File: config.mk
export PLATFORM = sky130hd
export DESIGN_NAME = adder_sum_accumulator
export DESIGN_NICKNAME = d
export VERILOG_FILES = /design/src/rtl/adder_sum_accumulator.sv
export SDC_FILE = /design/constraint.sdc
export NUM_CORES = 1
export LEC_CHECK = 0
export BUFFER_PORTS_ARGS = -buffer_cell sky130_fd_sc_hd__buf_2
export CAP_MARGIN = 20
export CORE_UTILIZATION = 51
export DETAILED_ROUTE_END_ITERATION = 10
export PLACE_DENSITY = 0.82
export SKIP_LAST_GASP = 1
export SLEW_MARGIN = 10
export SYNTH_ARGS = -nofsm -noshare
export SYNTH_HDL_FRONTEND = slang
export SYNTH_SLANG_ARGS = --single-unit
File: constraint.sdc
create_clock -name clk -period 2.4 [get_ports clk]
set_input_delay 0.48 -clock clk [delete_from_list [all_inputs] [get_ports clk]]
set_output_delay 0.48 -clock clk [all_outputs]
set_load 0.02 [all_outputs]
File: src/rtl/adder_sum_accumulator.sv
// Frame accumulator behind the 4-bit ripple adder stage.
// Sums COUNT carry-extended results and hands the total downstream.
module adder_sum_accumulator #(
  parameter int COUNT = 4,
  parameter int ACC_W = 8
) (
  input  logic             clk,
  input  logic             rst,
  input  logic             in_valid,
  output logic             in_ready,
  input  logic [3:0]       in_sum,
  input  logic             in_cout,
  input  logic             clear,
  output logic             out_valid,
  input  logic             out_ready,
  output logic [ACC_W-1:0] out_total,
  output logic             out_overflow,
  output logic [3:0]       out_count
);

  typedef enum logic [1:0] {
    IDLE,
    ACCUM,
    DONE
  } state_t;

  localparam logic [3:0] LAST = 4'(COUNT);

  state_t           state, state_n;
  logic [ACC_W-1:0] acc, acc_n;
  logic             ovf, ovf_n;
  logic [3:0]       cnt, cnt_n;
  logic [ACC_W:0]   sum;
  logic             take;

  always_ff @(posedge clk or posedge rst) begin
    if (rst) begin
      state <= IDLE;
      acc   <= '0;
      ovf   <= 1'b0;
      cnt   <= '0;
    end else begin
      state <= state_n;
      acc   <= acc_n;
      ovf   <= ovf_n;
      cnt   <= cnt_n;
    end
  end

  always_comb begin
    sum     = {1'b0, acc}
            + {{(ACC_W-4){1'b0}}, in_cout, in_sum};
    take    = in_valid && (state != DONE);
    state_n = state;
    acc_n   = acc;
    ovf_n   = ovf;
    cnt_n   = cnt;
    if (clear) begin
      // abort wins over any accept or handshake this cycle
      state_n = IDLE;
      acc_n   = '0;
      ovf_n   = 1'b0;
      cnt_n   = '0;
    end else begin
      unique case (state)
        IDLE, ACCUM: begin
          if (take) begin
            acc_n   = sum[ACC_W-1:0];
            ovf_n   = ovf | sum[ACC_W];
            cnt_n   = cnt + 4'd1;
            state_n = (cnt + 4'd1 == LAST)
                    ? DONE : ACCUM;
          end
        end
        DONE: begin
          if (out_ready) begin
            state_n = IDLE;
            acc_n   = '0;
            ovf_n   = 1'b0;
            cnt_n   = '0;
          end
        end
        default: state_n = IDLE;
      endcase
    end
  end

  assign in_ready     = (state != DONE);
  assign out_valid    = (state == DONE);
  assign out_total    = acc;
  assign out_overflow = ovf;
  assign out_count    = cnt;

endmodule

* Word-level counts from Yosys, hierarchy flattened
Cells that the tools add are included.
Storage, ports and cells: register bits 15, latch bits 0, memory bits (writable) 0, ROM bits 0, memories 0
Operators by class: add/subtract/negate cells 2, $mul 0, divide/modulo/power cells 0, magnitude comparators 0, eq/ne operators 6, shift operators 0, muxes and demuxes 17, bitwise gates (word level) 1, reductions and logical operators 6
Operator list (number):
- two-way mux 8 bit | 3
- one-hot mux 8 bit (2 select lines) | 1
- two-way mux 4 bit | 3
- adder 8 x 5 -> 9 bit | 1
- two-way mux 2 bit | 4
- one-hot mux 4 bit (2 select lines) | 1
- adder 4 x 1 -> 4 bit, second input constant | 1
- == test 4 x 3 -> 1 bit, second input constant | 1
- one-hot mux 2 bit (2 select lines) | 1
- two-way mux 1 bit | 3
- inequality test 3 x 2 -> 1 bit, second input constant | 1
- inequality test 3 bit, second input constant | 1
- AND reduction 3 bit | 1
- nonzero test 3 bit | 1
- == test 2 x 1 -> 1 bit, second input constant | 1
- == test 2 bit, second input constant | 1
- zero test 2 bit | 1
- inequality test 2 bit, second input constant | 1
- one-hot mux 1 bit (2 select lines) | 1
- AND reduction 2 bit | 1
- OR reduction 2 bit | 1
- logical AND 1 bit | 1
- bitwise OR 1 bit | 1

* Logic depth before layout (Yosys ltp)
Gate-level depths: netlist of the first run.
word-level depth 6, depth in mapped cells 6, gate-level depth less buffers 6

* Least setup slack after synthesis of the first run
No wires, ideal clock.
kind input port to flip-flop, start point in in_sum[0], end point reg acc[6] (netlist: out_total[6]), arrival time 1.814 ns, required time 2.327 ns, slack 0.513 ns, stages 6, path buffers 0, cell sequence ha_1 -> fa_1 -> a211oi_1 -> o21bai_1 -> a31o_1 -> a21oi_2
Between the ends: word-level cells in the longest chain between the ends 4
RTL lines:
- start, declared | RTL line 11 | input logic [3:0] in_sum,
- adder 8 x 5 -> 9 bit | RTL line 52 | + {{(ACC_W-4){1'b0}}, in_cout, in_sum};
- two-way mux 8 bit | RTL line 67 | if (take) begin
- one-hot mux 8 bit (2 select lines) | RTL line 65 | unique case (state)
- two-way mux 8 bit | RTL line 58 | if (clear) begin
- end signal, assigned | RTL line 44 | acc <= acc_n;
- end, declared | RTL line 30 | logic [ACC_W-1:0] acc, acc_n;
No other way between the ends. The select of a mux whose other input is x is not followed. A chain may end at the register's enable or synchronous reset.

* Final worst setup path of the first run
start point reg acc[0] (netlist: out_total[0]), end point reg acc[6] (netlist: out_total[6])
Between the ends: word-level cells in the longest chain between the ends 4
RTL lines (RTL line):
- adder 8 x 5 -> 9 bit | 52
- two-way mux 8 bit | 67
- one-hot mux 8 bit (2 select lines) | 65
- two-way mux 8 bit | 58
No other way between the ends. The select of a mux whose other input is x is not followed.

==> results of run 1 <==
-- cell families after synthesis --
group	share of synthesized area (%)
compound gates	24.6
xor+xnor	0.942
fa+ha+maj	11.6
buf+inv	4.17
flops	40.4
mux	2.15
simple gates	16.2
-- flip-flops by register name, indices dropped and copies added (netlist names) --
register      flops
out_total         8
out_overflow      1
out_count         4
state             2
-- power groups by stage --
stage / registers (uW) / clock network [uW] / logic (uW)
2_1_floorplan: 305 / 0 / 82.7
3_3_place_gp: 289 / 0 / 140
3_5_place_dp: 290 / 0 / 143
4_1_cts: 285 / 150 / 144
5_1_grt: 287 / 160 / 161
6_report: 285 / 153 / 144
-- stage by stage --
stage          util, %  setup slack [ps]  total power [uW]  hold slack, ps
3_3_place_gp      62.8               338               428             483
5_1_grt           64.3               313               609             300
6_report          64.3               451               581             229
2_1_floorplan        -               513               387             381
3_5_place_dp      62.8               284               433             485
4_1_cts           64.3               465               579             264
-- layer usage --
metal	wire, um	global-route usage [%]	up-vias
li1	-	-	402
met1	897	27.6	388
met2	952	35.9	21
met3	53	3.60	4
met4	28	8.48	0
met5	0	0	-
-- layout make-up --
cell class | instances | area (um^2) | share of cell area [%]
clock buffer | 4 | 26.3 | 2.39
inverter | 6 | 22.5 | 2.05
multi-input combinational | 71 | 515 | 46.9
timing repair buffer | 25 | 128 | 11.6
sequential | 15 | 375 | 34.2
tap | 25 | 31.3 | 2.85
-- critical path: cells and delay by family (launching register included) --
family	cells	cell delay [ps]
compound gates	4	800
fa+ha+maj	2	670
flops	1	410
-- cells in the final DEF (no fill, tap or decap), drive strengths merged, types with 2 or more instances in the layout --
cell type	count
a211oi	5
a21o	2
a22o	4
buf	25
clkbuf	4
dfrtp	15
ha	7
inv	6
mux2i	2
nand2	7
nand3	3
nor2	5
o21ai	13
or3	3
-- final timing paths --
| path | slack (ps) | depth (start not counted) | to |
|---|---|---|---|
| worst max-delay path | 450 | 6 | out_total[6]$_DFFE_PP0P_ |
| worst min-delay path | 230 | 2 | out_total[0]$_DFFE_PP0P_ |
| worst max register to register | 450 | 6 | out_total[6]$_DFFE_PP0P_ |
| worst min register to register | 510 | 2 | out_overflow$_DFFE_PP0P_ |
| max in group asynchronous | 1780 | 2 | out_total[6]$_DFFE_PP0P_ |
| min in group clk | 390 | 2 | state[1]$_DFFE_PP0P_ |
==> results.toml, run 1 <==
[run_status]
outcome = "complete, no violations"

[routing]
drt-vias-per-instance = 5.58
wire_per_inst_um = 13.2
ant_nets = 0
drc = 0
vias = 815
wl_mm = 1.93
drt_iter0_drc = 16
drtPass1Iterations = 4

[finish]
fin_area_um2 = 1100
diodes = 0
num-fill-cells = 140
nets = 140
syn_to_final_growth_pct = 18.2
drive_above_1_share_pct = 27.3
final_cells = 146

[power_and_ir_drop]
seqPwrFrac_pct = 49.0
max-vdd-ir-drop_v = 0.000328
sw_frac_of_total_pct = 32.7
p_int_uw = 391
power_leakage_uw = 0.000582
power_frac_clock_pct = 26.3
share_comb_of_total_power_pct = 24.7
switchingPower_uw = 190
cellPowerDensity_nw_per_um2 = 529

[sta]
period_needed_ps = 1950
tightest_slew_ps = 581
final.setup.tns_ps = 0
maxSlewHeadroom_pct = 61.1
hold_viol_final = 0
post-route-period-util_pct = 81.2
finalClockSkew_ps = 9.89
timing.fmax_ghz = 0.513
rsz0062_at_grt = "no"
finalSetupViolations = 0
drv_slew = 0

[synthesis]
ys_seq_area_share_pct = 40.4
ys_warn_count = 0
synth_top_cell_by_area = "dfrtp_1"
synth_cell_types = 35
yosys-top-cells-count = "15 x dfrtp_1, 13 x o21ai_0, 7 x ha_1, 7 x nand2_1, 6 x inv_1"
netlist_instances = 94
synth_enable_flop_cells = 0
synth.top_cell.area_share_pct = 40.4
dominantRegCellSynth = "dfrtp_1"
async_reset_ff_share_pct = 100
synth.avg_cell_area_um2 = 9.89
syn_area_um2 = 930
synthTopCellsByArea = "dfrtp_1 40%, ha_1 9.4%, o21ai_0 7.0%, a211oi_1 4.0%, a22o_1 3.8%"
yosysMostFrequentCell = "dfrtp_1"
synth_nets = 112
ys_ff_latch = 15

[critical_path]
critPathKind = "flip-flop to flip-flop"
crit_required_ps = 2620
critPathMaxStageDelay_ps = 440
startpoint_type = "flip-flop"
crit_slowest_cell = "fa_1"
crit_path_cell_trace = "ha_1, fa_1, a211oi_1, o21bai_1, a31o_1, a21oi_2"
r2r_start = "out_total[0]$_DFFE_PP0P_"
worstPathMaxFanout = 3
cp_data_arrival_time_ps = 2170
end_kind = "flip-flop"
crit_path_start = "out_total[0]$_DFFE_PP0P_"

[job]
cap_violations = 0

[floorplanning]
core-area_um2 = 1710
start_util_pct = 54.4
die-area_um2 = 2000
std_cell_rows = 15
ioPinCount = 25
die_h_um = 44.7
die_w_um = 44.7

[clock_network]
cts_resized = 0
cts_root_buffer = "clkbuf_4"
clkTransAtPathRegs_ps = 100
clockBufferDepth = 2
htreeDepth = 1
numCtsBuffers = 3
post_cts_buffers = 0
clock-sinks = 15
clk_latency_ps = 290
cts_hold_buffers = 0
cts_tree = "built"

[global_route]
grt-ovfl-total = 0
grt_usage_pct = 21.4
grt_max_degree = 16
grt_pass1_wl_mm = 3.11
grt_pass1_vias = 710
antenna_found_initial = 0

[place]
place_area_um2 = 1070
place_congestion = 0.800
place_hpwl_mm = 1.45
port-buffer-count = 24
placed_cells = 142

[min_path]
min_path_type = "input pin to async pin"
Power figures use the tool's default switching activity.
==> run 2, diff against run 1 <==
clock period = 1.9 ns   (was 2.4 ns; I/O delays follow)
==> results.toml, run 2 (synthesis gave the netlist of run 1 again) <==
[run_status]
outcome = "complete, no violations"

[floorplanning]
ioPinCount = 25
die_w_um = 44.7
die-area_um2 = 2000
core-area_um2 = 1710
start_util_pct = 54.4
std_cell_rows = 15
die_h_um = 44.7

[global_route]
grt_max_degree = 16
grt_pass1_wl_mm = 3.36
grt_pass1_vias = 796
grt-ovfl-total = 0
antenna_found_initial = 0
grt_usage_pct = 23.1

[sta]
timing.fmax_ghz = 0.553
period_needed_ps = 1810
finalSetupViolations = 0
hold_viol_final = 0
finalClockSkew_ps = 2.98
drv_slew = 0
tightest_slew_ps = 561
post-route-period-util_pct = 95.1
maxSlewHeadroom_pct = 62.6
rsz0062_at_grt = "yes"

[power_and_ir_drop]
share_comb_of_total_power_pct = 26.5
switchingPower_uw = 245
cellPowerDensity_nw_per_um2 = 658
sw_frac_of_total_pct = 32.7
power_leakage_uw = 0.000607
seqPwrFrac_pct = 48.0
power_frac_clock_pct = 25.6
p_int_uw = 505
max-vdd-ir-drop_v = 0.000606

[routing]
ant_nets = 0
wl_mm = 2.03
wire_per_inst_um = 13.5
drc = 0
drtPass1Iterations = 4
drt_iter0_drc = 16
vias = 828
drt-vias-per-instance = 5.52

[min_path]
min_path_type = "input pin to async pin"

[critical_path]
critPathMaxStageDelay_ps = 400
crit_required_ps = 2110
end_kind = "flip-flop"
crit_slowest_cell = "dfrtp_1"
critPathTopFamily = "compound AO/OA/AOI/OAI gates"
worstPathMaxFanout = 3
crit_path_cell_trace = "ha_1, fa_2, a211oi_2, o21bai_2, a31o_1, a21oi_2"
cp_data_arrival_time_ps = 2020
cp_num_buf_inv = 0
startpoint_type = "flip-flop"
critPathKind = "flip-flop to flip-flop"

[place]
place_hpwl_mm = 1.53
port-buffer-count = 24
placed_cells = 145
place_congestion = 0.789

[clock_network]
clk_latency_ps = 290
clock-sinks = 15
numCtsBuffers = 3
cts_tree = "built"
clockBufferDepth = 2
cts_root_buffer = "clkbuf_4"
clkTransAtPathRegs_ps = 100
htreeDepth = 1

[job]
cap_violations = 0

[finish]
nets = 144
drive_above_1_share_pct = 32.0
syn_to_final_growth_pct = 22.6
final_cells = 150
largest_register_ffs = 8
postLayoutCoreUtil_pct = 66.7
layout_common_cells = "24 x buf_2, 15 x dfrtp_1, 13 x o21ai_0, 7 x nand2_1, 7 x ha_1"
diodes = 0
layout_commonest_cell = "buf_2"
## run 2: area by class of cell
class                   instances  area [um^2]
fillers                       152          568
flip-flops and latches         15          375
clock buffers                   4         26.3
inverters                       6         22.5
well taps                      25         31.3
multi-input cells              71          527
repair buffers                 29          158
## run 2: path summary, 6_finish.rpt
check / from / endpoint / slack [ps] / cells past startpoint
min reg2reg: out_overflow$_DFFE_PP0P_ / out_overflow$_DFFE_PP0P_ / 510 / 2
min: rst / out_count[3]$_DFFE_PP0P_ / 130 / 2
min in group clk: out_ready / state[1]$_DFFE_PP0P_ / 290 / 2
max: out_total[0]$_DFFE_PP0P_ / out_total[6]$_DFFE_PP0P_ / 90 / 6
max in group asynchronous: rst / out_total[3]$_DFFE_PP0P_ / 1410 / 2
max reg2reg: out_total[0]$_DFFE_PP0P_ / out_total[6]$_DFFE_PP0P_ / 90 / 6
## run 2: through the flow
stage	power [uW]	setup slack [ps]	setup TNS, ps	cell area, um^2	hold slack, ps
after floorplan	489	14.1	0	930	281
after global placement	546	-9.88	-9.88	1090	469
after detailed placement	553	-54.1	-54.1	1090	466
after CTS	746	14.2	0	1120	146
after global routing	788	-6.22	-6.22	1140	182
final	750	93.0	0	1140	126
## run 2: layer usage
metal | vias up | track usage [%] | wire length [um]
met5 | - | 0 | 0
met4 | 0 | 11.5 | 25
met3 | 4 | 4.00 | 72
met2 | 19 | 40.0 | 1030
met1 | 396 | 27.5 | 902
li1 | 409 | - | -
## run 2: timing repair
action / in CTS / in global routing
endpoints found under the setup margin: 0 / 2
hold buffers: 0 / 0
endpoints found under the hold margin: 0 / 0
setup buffers: 0 / 1
gates resized for setup: 0 / 3
## run 2: power by group through the flow
stage	Sequential, uW	Combinational (uW)	Clock (uW)
detailed placement	366	187	0
floorplan	385	104	0
global placement	364	181	0
CTS	360	189	198
global route	363	219	205
finish	360	198	192
